==> config.mk <==
export PLATFORM = sky130hd
export DESIGN_NAME = pop_counter
export DESIGN_NICKNAME = d
export VERILOG_FILES = /design/src/rtl/pcie_pkg.sv /design/src/rtl/pop_counter_cell.sv /design/src/rtl/pop_counter.sv
export SDC_FILE = /design/constraint.sdc
export NUM_CORES = 1
export LEC_CHECK = 0
export BUFFER_PORTS_ARGS = -buffer_cell sky130_fd_sc_hd__buf_2
export CAP_MARGIN = 20
export CELL_PAD_IN_SITES_DETAIL_PLACEMENT = 1
export CELL_PAD_IN_SITES_GLOBAL_PLACEMENT = 2
export CORE_UTILIZATION = 40
export CTS_BUF_LIST = sky130_fd_sc_hd__clkbuf_4
export DETAILED_ROUTE_END_ITERATION = 6
export MAX_ROUTING_LAYER = met4
export PLACE_DENSITY_LB_ADDON = 0.1
export SETUP_SLACK_MARGIN = 0.2
export SLEW_MARGIN = 20
export SYNTH_ARGS = -nofsm -noshare
export SYNTH_HDL_FRONTEND = slang
export SYNTH_SLANG_ARGS = --single-unit
==> constraint.sdc <==
create_clock -name clk -period 3.6 [get_ports clk]
set_clock_uncertainty 0.1 [all_clocks]
set_input_delay 0.18 -clock clk [delete_from_list [all_inputs] [get_ports clk]]
set_output_delay 0.18 -clock clk [all_outputs]
set_load 0.03 [all_outputs]
==> src/rtl/pcie_pkg.sv <==
`default_nettype none
// ============================================================================
// Module      : pcie_pkg
// Description : Shared defaults, query-index encodings and FSM state type for
//               the PCIE switch output-stage statistics logic.
// Revision    : 1.0
// ============================================================================
package pcie_pkg;

   localparam int DEF_NUM_FIFOS = 4;
   localparam int DEF_CNT_W     = 5;
   localparam int DEF_IDX_W     = 3;

   localparam logic [2:0] IDX_FIFO0 = 3'd0;
   localparam logic [2:0] IDX_FIFO1 = 3'd1;
   localparam logic [2:0] IDX_FIFO2 = 3'd2;
   localparam logic [2:0] IDX_FIFO3 = 3'd3;
   localparam logic [2:0] IDX_TOTAL = 3'd4;

   typedef enum logic [0:0] {
      IDLE = 1'b0,
      RESP = 1'b1
   } state_t;

endpackage
`default_nettype wire

==> src/rtl/pop_counter_cell.sv <==
`default_nettype none
// ============================================================================
// Module      : pop_counter_cell
// Description : Single wrapping pop counter; a clear coinciding with an
//               increment leaves the counter at 1.
// Revision    : 1.0
// ============================================================================
module pop_counter_cell
   import pcie_pkg::*;
#(
   parameter int CNT_W = DEF_CNT_W
) (
   input  logic             clk,
   input  logic             reset,
   input  logic             inc_i,
   input  logic             clr_i,
   output logic [CNT_W-1:0] cnt_o
);

   logic [CNT_W-1:0] cnt_q;
   logic [CNT_W-1:0] cnt_d;

   always_comb begin
      cnt_d = clr_i ? CNT_W'(inc_i) : cnt_q + CNT_W'(inc_i);
   end

   always_ff @(posedge clk or posedge reset) begin
      if (reset) begin
         cnt_q <= '0;
      end else begin
         cnt_q <= cnt_d;
      end
   end

   assign cnt_o = cnt_q;

endmodule
`default_nettype wire

==> src/rtl/pop_counter.sv <==
`default_nettype none
// ============================================================================
// Module      : pop_counter
// Description : Per-output-FIFO successful-pop statistics with a registered
//               req/idx query port. Optional macro CLEAR_ON_READ_EN makes a
//               query clear the counter(s) it reads.
// Revision    : 1.0
// ============================================================================
module pop_counter
   import pcie_pkg::*;
#(
   parameter int NUM_FIFOS = DEF_NUM_FIFOS,
   parameter int CNT_W     = DEF_CNT_W,
   parameter int IDX_W     = DEF_IDX_W
) (
   input  logic                 clk,
   input  logic                 reset,
   input  logic [NUM_FIFOS-1:0] pop,
   input  logic [NUM_FIFOS-1:0] fifo_empty,
   input  logic                 req,
   input  logic [IDX_W-1:0]     idx,
   output logic [CNT_W-1:0]     data_out,
   output logic                 valid
);

   logic [NUM_FIFOS-1:0] inc;
   logic [NUM_FIFOS-1:0] clr;
   logic [CNT_W-1:0]     cnt_q [NUM_FIFOS];
   logic [CNT_W-1:0]     total;
   logic [CNT_W-1:0]     sel;
   logic [CNT_W-1:0]     data_q;
   state_t               state_q;
   state_t               state_d;

   // Popping an empty FIFO is an underflow attempt and never counts.
   assign inc = pop & ~fifo_empty;

   generate
      for (genvar i = 0; i < NUM_FIFOS; i++) begin : g_cell
`ifdef CLEAR_ON_READ_EN
         assign clr[i] = req & ((idx == IDX_W'(i)) | (idx == IDX_W'(IDX_TOTAL)));
`else
         assign clr[i] = 1'b0;
`endif
         pop_counter_cell #(
            .CNT_W (CNT_W)
         ) u_cell (
            .clk   (clk),
            .reset (reset),
            .inc_i (inc[i]),
            .clr_i (clr[i]),
            .cnt_o (cnt_q[i])
         );
      end
   endgenerate

   always_comb begin
      total = '0;
      for (int i = 0; i < NUM_FIFOS; i++) begin
         total = total + cnt_q[i];
      end
   end

   always_comb begin
      sel = '0;
      if (idx == IDX_W'(IDX_TOTAL)) begin
         sel = total;
      end else begin
         for (int i = 0; i < NUM_FIFOS; i++) begin
            if (idx == IDX_W'(i)) begin
               sel = cnt_q[i];
            end
         end
      end
   end

   always_ff @(posedge clk or posedge reset) begin
      if (reset) begin
         data_q <= '0;
      end else if (req) begin
         data_q <= sel;
      end
   end

   always_ff @(posedge clk or posedge reset) begin
      if (reset) begin
         state_q <= IDLE;
      end else begin
         state_q <= state_d;
      end
   end

   always_comb begin
      state_d = state_q;
      case (state_q)
         IDLE:    if (req)  state_d = RESP;
         RESP:    if (!req) state_d = IDLE;
         default: state_d = IDLE;
      endcase
   end

   always_comb begin
      valid = (state_q == RESP);
   end

   assign data_out = data_q;

endmodule
`default_nettype wire

# ---- Yosys cells after proc, flatten, opt, wreduce, memory -nomap -nowiden
# Index checks and enable logic that the tools add are counted.
dict set report word_totals {
  reg_bits 26
  out_inout_bits 6
  word_cells 26
}
dict set report op_classes {
  add_sub_neg 7
  n_eq_ne 4
  mux 6
  n_bitwise 2
  reduce_logical 1
}
# cell count
set op_table {}
lappend op_table {{5-bit 2-to-1 mux} 5}
lappend op_table {{5-bit by 1-bit adder with 5-bit output} 4}
lappend op_table {{5-bit adder} 3}
lappend op_table {{3-bit by 2-bit equality test with 1-bit output (second input constant)} 2}
lappend op_table {{4-bit bitwise AND} 1}
lappend op_table {{4-bit NOT} 1}
lappend op_table {{3-bit by 1-bit equality test with 1-bit output (second input constant)} 1}
lappend op_table {{3-bit equality test (second input constant)} 1}
lappend op_table {{3-bit logical NOT} 1}
lappend op_table {{1-bit 2-to-1 mux} 1}

# ---- Longest topological paths before layout
# Gate-level depths: netlist (run 1).
dict set report depth {
  word_depth 6
  ltp_mapped 10
  mapped_depth_nobuf 10
}

# ---- Hierarchy
# Synthesis (run 1) repeated with hierarchy kept, for this count alone.
dict set report unflattened {
  hier_cells 164
  hier_area_um2 1834.3
}
# module instances cells_each area_per_inst_um2
set by_module_without_submodules {}
lappend by_module_without_submodules {pop_counter_cell 4 20 245.2}
lappend by_module_without_submodules {pop_counter 1 84 853.3}

# ---- Least setup slack after synthesis (run 1)
# No wires, ideal clock.
dict set report synth_timing {
  path_type {reg-to-reg}
  start {register g_cell[2].u_cell.cnt_q[2]}
  end {register data_q[4] (netlist: data_out[4])}
  arrival_ns 2.632
  required_ns 3.418
  slack_ns 0.786
  stages_incl_launch_ff 10
  path_buffers 0
  cell_sequence {dfrtp_1 > inv_1 > fa_1 > fa_1 > inv_1 > ha_1 > a21o_1 > a2111oi_4 > o21bai_1 > a31oi_1}
}
dict set report synth_via {
  elab_chain_len 3
}
# item line
set synth_lines {}
lappend synth_lines {{from (decl)} pop_counter_cell.sv:20} ;# logic [CNT_W-1:0] cnt_q;
lappend synth_lines {{from (signal assigned)} pop_counter_cell.sv:31} ;# cnt_q <= cnt_d;
lappend synth_lines {{5-bit adder (2 in a row)} pop_counter.sv:60} ;# total = total + cnt_q[i];
lappend synth_lines {{5-bit 2-to-1 mux} pop_counter.sv:66} ;# if (idx == IDX_W'(IDX_TOTAL)) begin
lappend synth_lines {{to (signal assigned)} pop_counter.sv:81} ;# data_q <= sel;
lappend synth_lines {{to (decl)} pop_counter.sv:31} ;# logic [CNT_W-1:0] data_q;
# No other way between the ends.
# A chain may end at the register's enable or synchronous reset.

# ---- Worst setup path after layout (run 1)
# Same ends and word-level chain as after synthesis.

==> results_dict.tcl, run 1 <==
set metrics [dict create \
    status "finished clean" \
    antenna_cells 0 \
    cap_violations 0 \
    dr.first_iter.drc_count 18 \
    clk_path_buf_depth 2 \
    gp_congestion 0.781 \
    fin_crit_sh 0.845 \
    period_minus_slack_ps 3040 \
    syn2layout_area_growth_pct 13.4 \
    ys_seq_elements 26 \
    drc 0 \
    max_freq_mhz 329 \
    netlist_area_um2 1580 \
    rsz0062_at_grt "no" \
    io_pins 20 \
    synth_area_leader_cell "dfrtp_1" \
    path_clk_slew_ps 150 \
    antenna_found_initial 0 \
    path_buf_inv 2 \
    die_h_um 64.9 \
    synthCells 130 \
    viasPerCell 5.22 \
    arrival_ps 3230 \
    wl_per_cell_um 16.3 \
    max_stage_delay_ps 570 \
    fin_nets 188 \
    seq_area_frac_synth 0.411 \
    critical-path-top-delay-family "adder cells" \
    port_buffers 19 \
    crit_required_ps 3780 \
    holdCritPathClass "input pin to flip-flop" \
    grt_max_degree 27 \
    dieArea_um2 4210 \
    ys_warn_count 0 \
    cts-buffers-inserted 3 \
    vias 1050 \
    synth.top_cell.area_share 0.411 \
    h-tree-depth 1 \
    rows 22 \
    start_util 0.426 \
    grt_pass1_vias 1237 \
    grt_pass1_wl_um 5870 \
    finalSetupViolCount 0 \
    tightest_slew_ps 559 \
    slew_violations 0 \
    finalSetupTns_ps 0 \
    hpwl_um 2560 \
    drt_first_pass_iters 4 \
    end_kind "flip-flop" \
    ant_nets 0 \
    core_um2 3720 \
    insertion_delay_ps 340 \
    grt_usage 0.196 \
    overflow 0 \
    cts_tree "built" \
    ys_types 25 \
    synth.area.top_cells "dfrtp_1 41%, fa_1 10%, ha_1 9.5%" \
    cts_sinks 26 \
    drive_above_1_share 0.190 \
    die_width_um 64.9 \
    cp-start-kind "flip-flop" \
    critPathKind "flip-flop to flip-flop" \
    crit_chain "inv_1 -> fa_1 -> fa_1 -> inv_1 -> ha_1 -> a21o_1 -> a2111oi_2 -> o21ai_0 -> a31oi_1" \
    routed_wl_um 3270 \
    crit_slowest_cell "fa_1" \
    max_slew_margin 0.627 \
    final_hold_viol_count 0 \
    crit_fanout 5 \
    root_buffer "clkbuf_4" \
    syn-num-nets 164 \
    synth.avg_cell_area_um2 12.2 \
]
-- worst min-delay path, cell delays in order --
cell,delay (ps)
buf_2,70
nor2b_1,120
ha_1,120
-- Yosys cell counts --
| cell type | n |
|---|---|
| a2111oi_2 | 1 |
| a2111oi_4 | 1 |
| a211oi_1 | 2 |
| a21o_1 | 1 |
| a21oi_1 | 5 |
| a221oi_1 | 2 |
| a22oi_1 | 1 |
| a31oi_1 | 1 |
| buf_6 | 1 |
| clkbuf_1 | 1 |
| dfrtp_1 | 26 |
| fa_1 | 8 |
| ha_1 | 12 |
| inv_1 | 20 |
| mux4_1 | 3 |
| mux4_2 | 2 |
| nand3_1 | 9 |
| nor2_1 | 8 |
| nor2b_1 | 4 |
| nor3_1 | 1 |
| o21ai_0 | 1 |
| o21bai_1 | 1 |
| or3b_4 | 1 |
| xnor2_1 | 12 |
| xor2_1 | 6 |
-- cell families after synthesis --
| group | count (synthesis) | share of synthesized area |
|---|---|---|
| compound gates | 16 | 0.0846 |
| xor+xnor | 18 | 0.0996 |
| fa+ha+maj | 20 | 0.196 |
| buf+inv | 22 | 0.0569 |
| flops | 26 | 0.411 |
| mux | 5 | 0.0783 |
| simple gates | 23 | 0.0735 |
-- flip-flops by register name, summed over array words and instances (netlist names) --
signal and cells:
g_cell.u_cell.cnt_o 20, valid 1, data_out 5
-- path summary, 6_finish.rpt --
kind / startpoint / endpoint / slack, ps / cells past startpoint
setup / recovery: g_cell[2].u_cell.cnt_o[2] / data_out[4] / 560 / 9
hold / removal: pop[3] / g_cell[3].u_cell.cnt_o[0] / 80 / 3
setup reg to reg: g_cell[2].u_cell.cnt_o[2] / data_out[4] / 560 / 9
hold reg to reg: data_out[0] / data_out[0] / 430 / 2
max in group asynchronous: reset / g_cell[1].u_cell.cnt_o[2] / 2710 / 3
min in group asynchronous: reset / data_out[1] / 320 / 3
-- final cells by class --
cell class              instances  area [um^2]
multi-input cells              82          842
clock inverters                 1         30.0
repair buffers                 21          115
clock buffers                   3         22.5
inverters                      20         75.1
fillers                       413         1920
well taps                      48         60.1
flip-flops and latches         26          651
-- cells in the final DEF (no fill, tap or decap) --
cell type | netlist | final
dlygate4sd3_1 | 0 | 2
buf_2 | 0 | 19
inv_2 | 0 | 1
dfrtp_1 | 26 | 26
nand3_1 | 9 | 9
a221oi_1 | 2 | 2
o21ai_0 | 1 | 1
a2111oi_2 | 1 | 1
nor2b_1 | 4 | 4
a22oi_1 | 1 | 1
a211oi_1 | 2 | 2
inv_1 | 20 | 19
bufinv_16 | 0 | 1
a21o_1 | 1 | 1
a21oi_1 | 5 | 5
a31oi_1 | 1 | 1
o21bai_1 | 1 | 1
mux4_2 | 2 | 2
xor2_1 | 6 | 6
ha_1 | 12 | 12
fa_1 | 8 | 8
xnor2_1 | 12 | 12
a2111oi_4 | 1 | 1
clkbuf_4 | 0 | 3
nor2_1 | 8 | 8
or3b_4 | 1 | 1
mux4_1 | 3 | 3
nor3_1 | 1 | 1
-- per-stage QoR --
stage	area [um^2]	worst slack, ps	hold slack (ps)	util	instances
after floorplan	1580	786	111	-	130
after detailed placement	1720	587	306	0.464	195
after CTS	1800	534	70.7	0.483	201
final	1800	558	75.7	0.483	201
after global placement	1720	694	304	0.464	195
after global routing	1800	380	84.0	0.483	201
-- routing by layer --
layer  track usage  up-vias  routed length [um]
li1              -      489                   -
met1         0.220      534                1350
met2         0.349       22                1770
met3        0.0264        5                  96
met4        0.0750        0                  53
met5             -        -                   0
-- timing repair --
item / in CTS / in global routing
setup endpoints to repair: 0 / 0
setup buffers: 0 / 0
resized for setup: 0 / 0
endpoints found under the hold margin: 27 / 0
hold buffers: 2 / 0
Power of run 1 is not shown: default switching activity piles up to over one toggle a cycle in this logic, so the estimate is an artifact.
==> run 2: changes to the inputs <==
--- a/config.mk
+++ b/config.mk
@@ -5,11 +5,12 @@
 export SDC_FILE = /design/constraint.sdc
 export NUM_CORES = 1
 export LEC_CHECK = 0
+export ABC_AREA = 1
 export BUFFER_PORTS_ARGS = -buffer_cell sky130_fd_sc_hd__buf_2
 export CAP_MARGIN = 20
 export CELL_PAD_IN_SITES_DETAIL_PLACEMENT = 1
 export CELL_PAD_IN_SITES_GLOBAL_PLACEMENT = 2
-export CORE_UTILIZATION = 40
+export CORE_UTILIZATION = 33
 export CTS_BUF_LIST = sky130_fd_sc_hd__clkbuf_4
 export DETAILED_ROUTE_END_ITERATION = 6
 export MAX_ROUTING_LAYER = met4
==> constraint.sdc (replaced) <==
create_clock -name clk -period 2.75 [get_ports clk]
set_clock_uncertainty 0.1 [all_clocks]
set_input_delay 0.1375 -clock clk [delete_from_list [all_inputs] [get_ports clk]]
set_output_delay 0.1375 -clock clk [all_outputs]
set_load 0.03 [all_outputs]
==> run 2 against run 1 <==
Effect of this change: sequential cell count stayed put; non-clock buffer count is 14 higher; maximum frequency up 15%; global-route usage decreased by 2.0 points; sequential share of layout area shrank 2.4 points; routed wire length increased by 12%; largest cell class unchanged.
==> results_dict.tcl, run 2 <==
set metrics [dict create \
    utilization 0.427 \
    ant_nets 0 \
    p_int_mw 1.51 \
    grt_max_degree 27 \
    cts-buffers-inserted 3 \
    post_dp_cell_area_um2 1790 \
    ys_types 18 \
    synth_area_leader_cell "dfrtp_1" \
    clkPwrFrac 0.062 \
    hpwl_um 3040 \
    synth_flop_cell "dfrtp_1" \
    largest_reg_flops 20 \
    io_pins 20 \
    p_comb_frac 0.683 \
    fin_hold_ws_ps 28.8 \
    syn2layout_area_growth_pct 20.8 \
    postLayoutSetupSlackWorst_ps 94.1 \
    p_per_area_nw_per_um2 1450 \
    start_util 0.354 \
    ys_seq_elements 26 \
    synth.area.top_cells "dfrtp_1 41%, fa_1 10%, ha_1 9.4%" \
    seq_area_frac_synth 0.408 \
    drc 0 \
    core_um2 4500 \
    cp-start-kind "flip-flop" \
    grt_pass1_wl_um 6580 \
    synth_most_common_cell "nand2_1" \
    swShare 0.462 \
    slew_violations 0 \
    rows 24 \
    crit_required_ps 2900 \
    finalSetupViolCount 0 \
    critPathKind "flip-flop to flip-flop" \
    grt_pass1_vias 1383 \
    crit_fanout 2 \
    clk_path_buf_depth 2 \
    synthArstFlopShare 1.00 \
    drive_above_1_share 0.274 \
    drt_first_pass_iters 4 \
    period_minus_slack_ps 2660 \
    ys_warn_count 0 \
    h-tree-depth 1 \
    path_clk_slew_ps 150 \
    insertion_delay_ps 330 \
    antenna_cells 0 \
    cts_tree "built" \
    status "finished clean" \
    cap_violations 0 \
    viasPerCell 4.71 \
    vias 1258 \
    port_buffers 19 \
    routed_wl_um 3680 \
    overflow 0 \
    synth_edf_count 0 \
    place_ws_ps 38.1 \
    die_h_um 71.5 \
    finalSetupTns_ps 0 \
    antenna_found_initial 0 \
    max_freq_mhz 377 \
    dr.first_iter.drc_count 48 \
    arrival_ps 2800 \
    synthCells 176 \
    synth.avg_cell_area_um2 9.05 \
    grt_usage 0.175 \
    fin_crit_sh 0.966 \
    end_kind "flip-flop" \
    final_common_cell "nand2_1" \
    p_leak_nw 1.04 \
    gp_congestion 0.849 \
    holdCritPathClass "input pin to flip-flop" \
    dieArea_um2 5110 \
    synthTopCellsByCount "36 x nand2_1, 31 x inv_1, 26 x dfrtp_1" \
    ir_drop_v 0.000529 \
    rsz0062_at_grt "yes" \
    tightest_slew_ps 572 \
    final_cell_area_um2 1920 \
    fin_nets 250 \
    p_sw_mw 1.29 \
    wl_per_cell_um 13.8 \
    max_slew_margin 0.618 \
    cts_sinks 26 \
    netlist_area_um2 1590 \
    synth.top_cell.area_share 0.408 \
    final_hold_viol_count 0 \
    p_seq_frac 0.255 \
    mostFrequentLayoutCells "36 x nand2_1, 26 x dfrtp_1, 24 x inv_1" \
    root_buffer "clkbuf_4" \
    die_width_um 71.5 \
    syn-num-nets 210 \
]
==> run 2: cell type report <==
cell class	instances	area [um^2]
sequential	26	651
timing repair buffer	35	223
tap	52	65.1
fill	539	2580
inverter	36	135
clock inverter	1	3.75
multi-input combinational	114	825
clock buffer	3	22.5
==> run 2: path summary, 6_finish.rpt <==
path / cells past startpoint / slack [ps] / to / start
hold reg to reg: 2 / 400 / data_out[2] / data_out[2]
hold / removal: 4 / 30 / g_cell[1].u_cell.cnt_o[0] / pop[1]
max in group asynchronous: 3 / 1890 / g_cell[0].u_cell.cnt_o[4] / reset
min in group asynchronous: 3 / 280 / g_cell[2].u_cell.cnt_o[0] / reset
setup / recovery: 12 / 90 / data_out[2] / g_cell[2].u_cell.cnt_o[1]
setup reg to reg: 12 / 90 / data_out[2] / g_cell[2].u_cell.cnt_o[1]
==> run 2: cells by family (layout without fill, tap and decap cells) <==
kind of cell / count (synthesis) / count (layout) / synth area share
buffers and inverters: 36 / 75 / 0.0848
xor gates and xnor gates: 14 / 14 / 0.0770
AOI/OAI and AO/OA: 9 / 9 / 0.0330
DFF: 26 / 26 / 0.408
and+or+nand+nor: 71 / 71 / 0.202
adders and majority gates: 20 / 20 / 0.195
==> run 2: per-stage QoR <==
step,instances,power [mW]
2_1_floorplan,176,1.93
4_1_cts,265,2.82
5_1_grt,267,3.13
3_5_place_dp,252,2.45
6_report,267,2.80
3_3_place_gp,252,2.36
==> run 2: critical path, stage by stage, from the launching register on <==
cell	delay, ps
dfrtp_1	380
inv_2	40
fa_1	530
inv_1	50
fa_1	480
ha_2	190
inv_2	40
fa_2	510
nand2_1	50
nand2_1	50
inv_1	30
nand2_1	60
nand2_1	50
==> run 2: per-layer routing <==
metal | vias up | share of wire | global-route usage
li1 | 619 | - | -
met1 | 619 | 0.44 | 0.214
met2 | 15 | 0.53 | 0.309
met3 | 5 | 0.018 | 0.0211
met4 | 0 | 0.013 | 0.0458
met5 | - | 0 | -
==> run 2: timing repair <==
item                                    4_1_cts  5_1_grt
cloned                                        0        0
pin swaps                                     1        3
endpoints found under the setup margin        3        3
setup buffers                                 6        2
hold endpoints to repair                     29        0
gates resized for setup                       6        2
hold buffers                                  3        0
==> run 2: power groups by stage <==
stage          clock (mW)  sequential (mW)  combinational [mW]
2_1_floorplan           0            0.759                1.17
3_3_place_gp            0            0.722                1.63
3_5_place_dp            0            0.735                1.71
5_1_grt             0.200            0.737                2.19
4_1_cts             0.184            0.712                1.92
6_report            0.172            0.713                1.91
No activity file was read; power rests on OpenSTA's default activity.
==> run 3: changes to the inputs <==
--- a/config.mk
+++ b/config.mk
@@ -15,7 +15,7 @@
 export DETAILED_ROUTE_END_ITERATION = 6
 export MAX_ROUTING_LAYER = met4
 export PLACE_DENSITY_LB_ADDON = 0.1
-export SETUP_SLACK_MARGIN = 0.2
+export SKIP_CTS_REPAIR_TIMING = 1
 export SLEW_MARGIN = 20
 export SYNTH_ARGS = -nofsm -noshare
 export SYNTH_HDL_FRONTEND = slang
==> run 3 against run 2 <==
Effect of this change: the run now ends with setup timing left; final cell count fell by 1.9%; register-to-register slack got worse by 110 ps; via count increased by 0.16%; hold slack improved by 3.2 ps; first-iteration DRC count down 46%; sequential share of layout area is 0.15 points higher; die area is the same; non-clock buffer count fell by 5; utilization fell by 0.19 points; worst setup slack got worse by 110 ps; critical path type unchanged; largest cell class unchanged; highest routed layer unchanged.
==> results_dict.tcl, run 3 (same netlist as run 2, synthesis figures left out) <==
set metrics [dict create \
    status "finished with violations" \
    violations "setup timing" \
    final_cell_area_um2 1920 \
    multi_input_area_um2 830 \
    slew_violations 0 \
    start_util 0.354 \
    seqCellArea_um2 651 \
    grt_pass1_wl_um 6350 \
    cts_tree "built" \
    drc 0 \
    cts-buffers-inserted 3 \
    dr.first_iter.drc_count 26 \
    utilization 0.425 \
    crit_fanout 3 \
    grt_pass1_vias 1352 \
    r2r_setup_slack_ps -20 \
    dp.cells 251 \
    fin_cells 262 \
    final_hold_viol_count 0 \
    antenna_found_initial 0 \
    largest_reg_flops 20 \
    rows 24 \
    clk_path_buf_depth 2 \
    overflow 0 \
    h-tree-depth 1 \
    path_clk_slew_ps 160 \
    fin_crit_sh 1.01 \
    die_width_um 71.5 \
    rsz0062_at_grt "yes" \
    grt_usage 0.167 \
    drive_above_1_share 0.281 \
    crit_required_ps 2890 \
    grt_max_degree 27 \
    cp-start-kind "flip-flop" \
    end_kind "flip-flop" \
    gp_congestion 0.809 \
    viasPerCell 4.81 \
    drt_first_pass_iters 4 \
    fillers 548 \
    insertion_delay_ps 330 \
    max_freq_mhz 361 \
    mostFrequentLayoutCells "34 x nand2_1, 26 x dfrtp_1, 23 x inv_1" \
    wl_per_cell_um 14.7 \
    cap_violations 0 \
    vias 1260 \
    tightest_slew_ps 582 \
    final_common_cell "nand2_1" \
    port_buffers 19 \
    dieArea_um2 5110 \
    fin_nets 245 \
    io_pins 20 \
    antenna_cells 0 \
    core_um2 4500 \
    hpwl_um 3060 \
    root_buffer "clkbuf_4" \
    postLayoutSetupSlackWorst_ps -18.2 \
    arrival_ps 2910 \
    ant_nets 0 \
    period_minus_slack_ps 2770 \
    post_dp_cell_area_um2 1780 \
    fin_hold_ws_ps 32.0 \
    critPathKind "flip-flop to flip-flop" \
    routed_wl_um 3850 \
    die_h_um 71.5 \
    cts_sinks 26 \
    finalSetupViolCount 1 \
    max_slew_margin 0.611 \
    holdCritPathClass "input pin to flip-flop" \
    syn2layout_area_growth_pct 20.3 \
]
-- run 3: final timing paths --
path	start	endpoint	cells past startpoint
max	g_cell[0].u_cell.cnt_o[1]	data_out[2]	12
max reg2reg	g_cell[0].u_cell.cnt_o[1]	data_out[2]	12
min	pop[1]	g_cell[1].u_cell.cnt_o[0]	4
max in group asynchronous	reset	g_cell[0].u_cell.cnt_o[4]	3
min reg2reg	data_out[3]	data_out[3]	2
min in group asynchronous	reset	g_cell[2].u_cell.cnt_o[0]	3
-- run 3: per-layer routing --
| metal | global-route usage | wire length, um | part of all wire |
|---|---|---|---|
| met1 | 0.200 | 1700 | 0.44 |
| met2 | 0.305 | 2070 | 0.54 |
| met3 | 0.0169 | 60 | 0.016 |
| met4 | 0.0327 | 20 | 0.0052 |
| met5 | - | 0 | 0 |
-- run 3: metrics by stage --
stage	TNS, ps	setup WS (ps)
floorplan	0	172
global placement	0	113
CTS	-43.9	-43.9
detailed placement	-5.30	-5.30
global route	-175	-91.7
finish	-18.2	-18.2
-- run 3: final cells by class --
cell class                 instances  share of cell area
clock buffer                       3              0.0118
clock inverter                     1              0.0157
inverter                          36              0.0705
multi-input combinational        114               0.433
sequential                        26               0.340
tap                               52              0.0340
timing repair buffer              30              0.0954
-- run 3: critical path, cell delays in order, from the launching register on --
cell	delay [ps]
dfrtp_1	410
inv_2	70
fa_1	560
inv_2	40
fa_1	510
ha_2	200
inv_2	40
fa_2	520
nand2_2	60
nand2_2	60
inv_2	30
nand2_1	50
nand2_1	40
Power of run 3 is left out for the same reason.
